### src/rtl/logo_bounce_ctrl.sv
`default_nettype none
// +--------------------------------------------------------------------------+
// | Module     : logo_bounce_ctrl                                            |
// | Description: Per-frame motion sequencer for the bouncing screensaver     |
// |              logo. On each accepted frame-start pulse it computes the    |
// |              next top-left position, reflects off the screen edges,      |
// |              advances the palette index on any bounce, and commits the   |
// |              new x/y/colour together in a single clock edge.             |
// | Revision   : 1.0 - initial release                                       |
// +--------------------------------------------------------------------------+
// | Ports                                                                    |
// |   clk_25_175   in   1   pixel clock, the only clock                      |
// |   rst          in   1   asynchronous active-high reset                   |
// |   frame_start  in   1   one-cycle pulse at start of vertical blanking    |
// |   pause        in   1   1 = ignore frame_start (freeze motion)           |
// |   speed        in   3   pixels per frame on each axis, 0 = no motion     |
// |   logo_x       out  10  committed logo left edge                         |
// |   logo_y       out  10  committed logo top edge                          |
// |   color_idx    out  3   committed palette index                          |
// |   update_done  out  1   one-cycle pulse when new values are committed    |
// |   bounce       out  1   pulse with update_done if either axis bounced    |
// |   corner       out  1   pulse with update_done if both axes bounced      |
// |   busy         out  1   high while an update is in flight                |
// +--------------------------------------------------------------------------+
// INIT_X must not exceed H_ACTIVE-LOGO_W and INIT_Y must not exceed
// V_ACTIVE-LOGO_H; the position registers assume an on-screen start.
module logo_bounce_ctrl #(
   parameter int H_ACTIVE = 640,
   parameter int V_ACTIVE = 480,
   parameter int LOGO_W   = 64,
   parameter int LOGO_H   = 32,
   parameter int INIT_X   = 100,
   parameter int INIT_Y   = 60
) (
   input  logic       clk_25_175,
   input  logic       rst,
   input  logic       frame_start,
   input  logic       pause,
   input  logic [2:0] speed,
   output logic [9:0] logo_x,
   output logic [9:0] logo_y,
   output logic [2:0] color_idx,
   output logic       update_done,
   output logic       bounce,
   output logic       corner,
   output logic       busy
);

   // Right/bottom travel limits for the logo's top-left corner. Kept 11 bits
   // wide so that position + step can never wrap before the comparison.
   localparam logic [10:0] c_max_x  = 11'(H_ACTIVE - LOGO_W);
   localparam logic [10:0] c_max_y  = 11'(V_ACTIVE - LOGO_H);
   localparam logic [9:0]  c_init_x = 10'(INIT_X);
   localparam logic [9:0]  c_init_y = 10'(INIT_Y);

   typedef enum logic [1:0] {
      ST_IDLE   = 2'd0,
      ST_CALC_X = 2'd1,
      ST_CALC_Y = 2'd2,
      ST_COMMIT = 2'd3
   } state_t;

   state_t      r_state;
   state_t      w_next_state;

   // Committed (visible) values
   logic [9:0]  r_logo_x;
   logic [9:0]  r_logo_y;
   logic [2:0]  r_color_idx;
   logic        r_update_done;
   logic        r_bounce;
   logic        r_corner;

   // Work registers for the update in flight
   logic [2:0]  r_step;
   logic [9:0]  r_shadow_x;
   logic [9:0]  r_shadow_y;
   logic        r_dir_x;      // 1 = moving right
   logic        r_dir_y;      // 1 = moving down
   logic        r_bx;
   logic        r_by;

   // Shared single-axis datapath: CALC_X and CALC_Y run in different cycles,
   // so one adder/comparator pair serves both axes.
   logic        w_accept;
   logic        w_sel_y;
   logic [9:0]  w_axis_pos;
   logic        w_axis_dir;
   logic [10:0] w_axis_max;
   logic [10:0] w_axis_sum;
   logic [9:0]  w_axis_diff;
   logic        w_hit_hi;
   logic        w_hit_lo;
   logic [9:0]  w_axis_new;
   logic        w_axis_bounce;

   assign w_accept    = frame_start & ~pause;
   assign w_sel_y     = (r_state == ST_CALC_Y);
   assign w_axis_pos  = w_sel_y ? r_logo_y : r_logo_x;
   assign w_axis_dir  = w_sel_y ? r_dir_y  : r_dir_x;
   assign w_axis_max  = w_sel_y ? c_max_y  : c_max_x;
   assign w_axis_sum  = {1'b0, w_axis_pos} + {8'd0, r_step};
   // Only consumed when the position exceeds the step, so it never wraps.
   assign w_axis_diff = w_axis_pos - {7'd0, r_step};
   // Landing exactly on an edge counts as a bounce.
   assign w_hit_hi    = (w_axis_sum >= w_axis_max);
   assign w_hit_lo    = ({1'b0, w_axis_pos} <= {8'd0, r_step});

   // Next position for the selected axis. A zero step never bounces, even
   // when the logo already rests on the edge it is heading towards.
   always_comb begin
      w_axis_new    = w_axis_pos;
      w_axis_bounce = 1'b0;
      if (r_step != 3'd0) begin
         if (w_axis_dir) begin
            if (w_hit_hi) begin
               w_axis_new    = w_axis_max[9:0];
               w_axis_bounce = 1'b1;
            end else begin
               w_axis_new    = w_axis_sum[9:0];
            end
         end else begin
            if (w_hit_lo) begin
               w_axis_new    = 10'd0;
               w_axis_bounce = 1'b1;
            end else begin
               w_axis_new    = w_axis_diff;
            end
         end
      end
   end

   // ---------------------------------------------------------------------
   // FSM: state register
   // ---------------------------------------------------------------------
   always_ff @(posedge clk_25_175 or posedge rst) begin
      if (rst) begin
         r_state <= ST_IDLE;
      end else begin
         r_state <= w_next_state;
      end
   end

   // ---------------------------------------------------------------------
   // FSM: next-state logic. A frame_start arriving outside IDLE is dropped.
   // ---------------------------------------------------------------------
   always_comb begin
      w_next_state = r_state;
      case (r_state)
         ST_IDLE: begin
            if (w_accept) begin
               w_next_state = ST_CALC_X;
            end
         end
         ST_CALC_X: w_next_state = ST_CALC_Y;
         ST_CALC_Y: w_next_state = ST_COMMIT;
         ST_COMMIT: w_next_state = ST_IDLE;
         default:   w_next_state = ST_IDLE;
      endcase
   end

   // ---------------------------------------------------------------------
   // Datapath. Shadow registers decouple the calculation from the visible
   // outputs: logo_x, logo_y and color_idx move together on the COMMIT edge
   // only, so the renderer never sees a half-updated position.
   // ---------------------------------------------------------------------
   always_ff @(posedge clk_25_175 or posedge rst) begin
      if (rst) begin
         r_logo_x      <= c_init_x;
         r_logo_y      <= c_init_y;
         r_color_idx   <= 3'd0;
         r_update_done <= 1'b0;
         r_bounce      <= 1'b0;
         r_corner      <= 1'b0;
         r_step        <= 3'd0;
         r_shadow_x    <= c_init_x;
         r_shadow_y    <= c_init_y;
         r_dir_x       <= 1'b1;
         r_dir_y       <= 1'b1;
         r_bx          <= 1'b0;
         r_by          <= 1'b0;
      end else begin
         r_update_done <= 1'b0;
         r_bounce      <= 1'b0;
         r_corner      <= 1'b0;
         case (r_state)
            ST_IDLE: begin
               // speed is sampled only here; later changes cannot disturb
               // the update in flight.
               if (w_accept) begin
                  r_step <= speed;
               end
            end
            ST_CALC_X: begin
               r_shadow_x <= w_axis_new;
               if (w_axis_bounce) begin
                  r_dir_x <= ~r_dir_x;
                  r_bx    <= 1'b1;
               end
            end
            ST_CALC_Y: begin
               r_shadow_y <= w_axis_new;
               if (w_axis_bounce) begin
                  r_dir_y <= ~r_dir_y;
                  r_by    <= 1'b1;
               end
            end
            ST_COMMIT: begin
               r_logo_x      <= r_shadow_x;
               r_logo_y      <= r_shadow_y;
               // A corner still advances the palette by exactly one step.
               if (r_bx | r_by) begin
                  r_color_idx <= r_color_idx + 3'd1;
               end
               r_update_done <= 1'b1;
               r_bounce      <= r_bx | r_by;
               r_corner      <= r_bx & r_by;
               r_bx          <= 1'b0;
               r_by          <= 1'b0;
            end
            default: begin
               r_bx <= 1'b0;
               r_by <= 1'b0;
            end
         endcase
      end
   end

   assign logo_x      = r_logo_x;
   assign logo_y      = r_logo_y;
   assign color_idx   = r_color_idx;
   assign update_done = r_update_done;
   assign bounce      = r_bounce;
   assign corner      = r_corner;
   assign busy        = (r_state != ST_IDLE);

endmodule
`default_nettype wire

### config.mk
export PLATFORM = sky130hd
export DESIGN_NAME = logo_bounce_ctrl
export DESIGN_NICKNAME = d
export VERILOG_FILES = /design/src/rtl/logo_bounce_ctrl.sv
export SDC_FILE = /design/constraint.sdc
export NUM_CORES = 1
export LEC_CHECK = 0
export ABC_AREA = 1
export BUFFER_PORTS_ARGS = -buffer_cell sky130_fd_sc_hd__buf_2
export CORE_MARGIN = 2
export CORE_UTILIZATION = 58
export DETAILED_ROUTE_END_ITERATION = 7
export GPL_TIMING_DRIVEN = 1
export PLACE_DENSITY = 0.79
export SYNTH_ARGS = -nofsm -noshare
export SYNTH_HDL_FRONTEND = slang
export SYNTH_SLANG_ARGS = --single-unit
### constraint.sdc
create_clock -name clk_25_175 -period 7.4 [get_ports clk_25_175]
set_clock_uncertainty 0.05 [all_clocks]
set_input_delay 1.48 -clock clk_25_175 [delete_from_list [all_inputs] [get_ports clk_25_175]]
set_output_delay 1.48 -clock clk_25_175 [all_outputs]
set_load 0.1 [all_outputs]
Word level (Yosys, flattened, before mapping)
Index checks and enable logic that the tools add are counted.
Widths: inputs -> output; s select.
Word-level totals
  output and inout bits: 27
  logic and storage cells: 61
  flip-flop bits (word level): 55
  input bits: 7
Operators by class
  order comparisons: 2
  bitwise gates (word level): 6
  multiplexer cells: 19
  reduce and logical (&&, ||, !) cells: 11
  add/subtract/negate cells: 3
  equality and inequality tests: 6
Operators by type and width (count)
  $mux 10: 6
  $reduce_and 2->1: 6
  $add 10x3->11: 1
  $ge 11x10->1: 1
  $le 10x3->1: 1
  $sub 10x3->10: 1
  $mux 1: 9
  $pmux 2 s4: 1
  $reduce_bool 2->1: 3
  $eq 2x2->1 const B: 2
  $ne 2x2->1 const B: 2
  $pmux 1 s2: 2
  $add 3x1->3 const B: 1
  $not 1->1: 3
  $reduce_bool 3->1: 1
  $and 1x1->1: 2
  $eq 2x1->1 const B: 1
  $logic_not 2->1: 1
  $mux 2: 1
  $ne 2x1->1 const B: 1
  $or 1x1->1: 1

Longest topological paths before layout
  depth after elaboration: 9
  gate-level depth with buffers: 27
  mapped depth without buffers: 25

Worst setup path before layout
OpenSTA, ideal clock, no wires.
  path type: reg2reg
  from: register r_state[0]
  to: register r_shadow_x[7]
  setup time: 0.118 ns
  buffers on the path: 2
  setup slack: 3.609 ns
  cell stages (with the launch flop): 28
  period minus slack after synthesis: 3.791 ns
  data required time: 7.232 ns
  data arrival time: 3.623 ns
  cell sequence: dfrtp_1 inv_1 ha_1 buf_6 buf_2 nand2_1 o21ai_0 ha_1 inv_1 fa_1 o21bai_1 nand2_1 nor2_2 nand2_2 nand2_1 nand2_1 ha_1 a21o_1 a21oi_1 nand2_1 inv_2 nand2_1 nand2_1 nand2_1 nand2_1 nand2_1 nand3_1 nand2_1
On the way
  longest elaborated chain between the ends: 7
  elaborated cells between the ends (all ways): 13
  classes of those cells: add/sub (2); order compare (2); eq/ne (2); mux (7)
RTL lines
  start: declaration: RTL line 63  | state_t r_state;
  start signal: assignment: RTL line 140  | r_state <= w_next_state;
  $eq 2x2->1: RTL line 98  | assign w_sel_y = (r_state == ST_CALC_Y);
  $mux 10: RTL line 99  | assign w_axis_pos = w_sel_y ? r_logo_y : r_logo_x;
  $add 10x3->11: RTL line 102  | assign w_axis_sum = {1'b0, w_axis_pos} + {8'd0, r_step};
  $ge 11x10->1: RTL line 106  | assign w_hit_hi = (w_axis_sum >= w_axis_max);
  $mux 10: RTL line 116  | if (w_hit_hi) begin
  $mux 10: RTL line 115  | if (w_axis_dir) begin
  $mux 10: RTL line 114  | if (r_step != 3'd0) begin
  end signal: assignment: RTL line 176  | r_shadow_x <= c_init_x;
  end signal: assignment: RTL line 195  | r_shadow_x <= w_axis_new;
  end: declaration: RTL line 76  | logic [9:0] r_shadow_x;
Parallel ways exist; a longest one is shown, timed or not.
A chain may end at the register's enable or synchronous reset.

Final worst setup path
  from: register r_state[0]
  to: register r_shadow_x[5]
Same word-level chain as after synthesis.

==> flow_metrics.tcl <==
set metrics [dict create \
    startpoint_type "flip-flop" \
    die-height_um 78.7 \
    yosys_most_used_dff "dfrtp_1" \
    period_share_pct 54.8 \
    post_cts_resized 0 \
    clock_sinks 55 \
    crit_type "flip-flop to flip-flop" \
    yosys_warnings 0 \
    clk_pin_slew_ns 0.10 \
    routed-via-count 2786 \
    holdCritPathClass "flip-flop to flip-flop" \
    placementRows 27 \
    antenna_found_initial 0 \
    hold_buffers 0 \
    overflow 0 \
    portBuffers 33 \
    instances_no_fill 528 \
    grt_max_degree 56 \
    setup-tns-final_ns 0 \
    final_util_pct 65.7 \
    ys_top_cells_by_count "160 x nand2_1, 41 x nand3_1, 39 x dfrtp_1" \
    drc 0 \
    areaGrowthSynthToFinish_pct 10.4 \
    grt_pass1_vias 2717 \
    synth_seq_cells 55 \
    finalWirelength_um 7230 \
    nFillCells 488 \
    place_inst 520 \
    synth.most_common_cell "nand2_1" \
    core-area_um2 5440 \
    rsz0062_at_grt "no" \
    layout-drive-gt1-share_pct 20.0 \
    arrival_ns 4.27 \
    numCtsBuffers 5 \
    synth_largest_area_cell "dfrtp_1" \
    avgSynthCellArea_um2 7.66 \
    drt.antenna.violating_nets 0 \
    drv_cap 0 \
    fin_crit_ns 4.06 \
    syn_inst 422 \
    clock_insertion_delay_worst_skew_ns 0.31 \
    synthTopCellsByArea "dfrtp_1 30%, nand2_1 19%, dfstp_2 13%" \
    setup_viol_count_final 0 \
    end_kind "flip-flop" \
    post-dp-hpwl_um 4980 \
    fmax_ghz 0.246 \
    synth_top_area_share_pct 30.2 \
    cts_setup_buffers 0 \
    synth_fp_nets 446 \
    status "finished, final reports clean" \
    wl_per_cell_um 13.7 \
    vias_per_cell 5.28 \
    holdWs_ns 0.421 \
    ys_seq_area_share_pct 43.2 \
    worst_pin_slew_ns 0.898 \
    cp_data_required_time_ns 7.61 \
    finalHoldViolCount 0 \
    crit_fanout 35 \
    dieArea_um2 6190 \
    start_util_pct 59.5 \
    cts_max_path_buffers 2 \
    synth_edf_count 0 \
    max_slew_margin_pct 39.7 \
    gp_congestion 0.975 \
    ys_types 36 \
    drv_slew 0 \
    nets 479 \
    drt-pass1-iter-count 4 \
    cts_tree "yes" \
    grt_pass1_wl_um 12500 \
    async_reset_ff_share_pct 100 \
    n_antenna_cell 0 \
    drtIter0Drc 238 \
    fp.dieW_um 78.7 \
    syn-cell-area_um2 3230 \
    pin_count 34 \
    grt_usage_pct 25.9 \
    htree_levels 2 \
    root_buffer "clkbuf_8" \
]
[sequential cells by signal, indices dropped and copies added (netlist names), 2 cells and up]
name / cells
r_state: 2
logo_x: 10
r_step: 3
r_shadow_y: 10
r_shadow_x: 10
logo_y: 10
color_idx: 3
[worst max-delay path: stages (launching register included)]
cell      delay [ns]
dfrtp_1         0.39
inv_1           0.09
ha_1            0.19
buf_4           0.24
o21ai_0         0.34
ha_1            0.24
inv_1           0.06
fa_1            0.40
o21bai_1        0.20
nand2_1         0.10
nor2_2          0.14
nand2_2         0.08
nand2_1         0.06
nand2_1         0.07
ha_1            0.29
a21o_1          0.16
a21oi_1         0.11
nand2_1         0.07
inv_2           0.11
nand3_2         0.13
o21ai_1         0.25
nand3_1         0.11
nand2_1         0.09
[per-stage QoR]
step	setup slack, ns	instance area (um^2)
2_1_floorplan	3.61	3230
3_3_place_gp	3.53	3460
3_5_place_dp	3.39	3460
4_1_cts	3.37	3570
5_1_grt	2.95	3570
6_report	3.34	3570
[cells in the final DEF (no fill, tap or decap), types with 2 or more instances in the layout]
cell      count
nand2_1     160
nand3_1      41
dfrtp_1      39
buf_2        33
inv_1        31
o21ai_0      18
nor2_1       16
dfstp_2      16
ha_1         15
a21oi_1      13
nand2_2      11
xor2_1        7
inv_2         6
clkbuf_8      5
buf_4         4
nor2_2        3
o21ai_1       3
nand3_2       3
nor3_1        3
clkinv_1      3
nand2_4       2
nand3b_1      2
nand4_1       2
o211ai_1      2
xnor2_1       2
mux2_2        2
fa_1          2
[path summary, 6_finish.rpt]
kind,start,to,slack (ns),depth (start not counted)
setup reg to reg,r_state[0],r_shadow_x[5],3.34,22
setup / recovery,r_state[0],r_shadow_x[5],3.34,22
hold / removal,color_idx[2],color_idx[2],0.42,1
min in group asynchronous,rst,logo_x[3],1.29,3
max in group asynchronous,rst,logo_x[1],5.54,3
hold reg to reg,color_idx[2],color_idx[2],0.42,1
[kinds of logic after synthesis]
group	Yosys count	synth area share [%]
and+or+nand+nor	246	33.0
DFF	55	43.2
buffers and inverters	52	6.69
AOI/OAI and AO/OA	41	6.96
adders and majority gates	17	7.04
xor gates and xnor gates	9	2.44
muxes	2	0.696
[metal layers]
metal,share of wire (%),track usage [%],up-vias
li1,-,-,1398
met1,45,34.8,1308
met2,48,42.7,72
met3,5.4,5.06,8
met4,1.1,7.54,0
met5,0,0,-
[layout make-up]
cell class | count | area (um^2) | area share, %
multi-input combinational | 315 | 1620 | 45.4
sequential | 55 | 1400 | 39.1
timing repair buffer | 37 | 195 | 5.47
inverter | 41 | 156 | 4.38
tap | 72 | 90.1 | 2.52
clock buffer | 6 | 72.6 | 2.03
clock inverter | 2 | 38.8 | 1.09
Power is left out: the tool's default activity adds up to more than one toggle a clock period on the data nets, which glitch-free logic cannot reach.
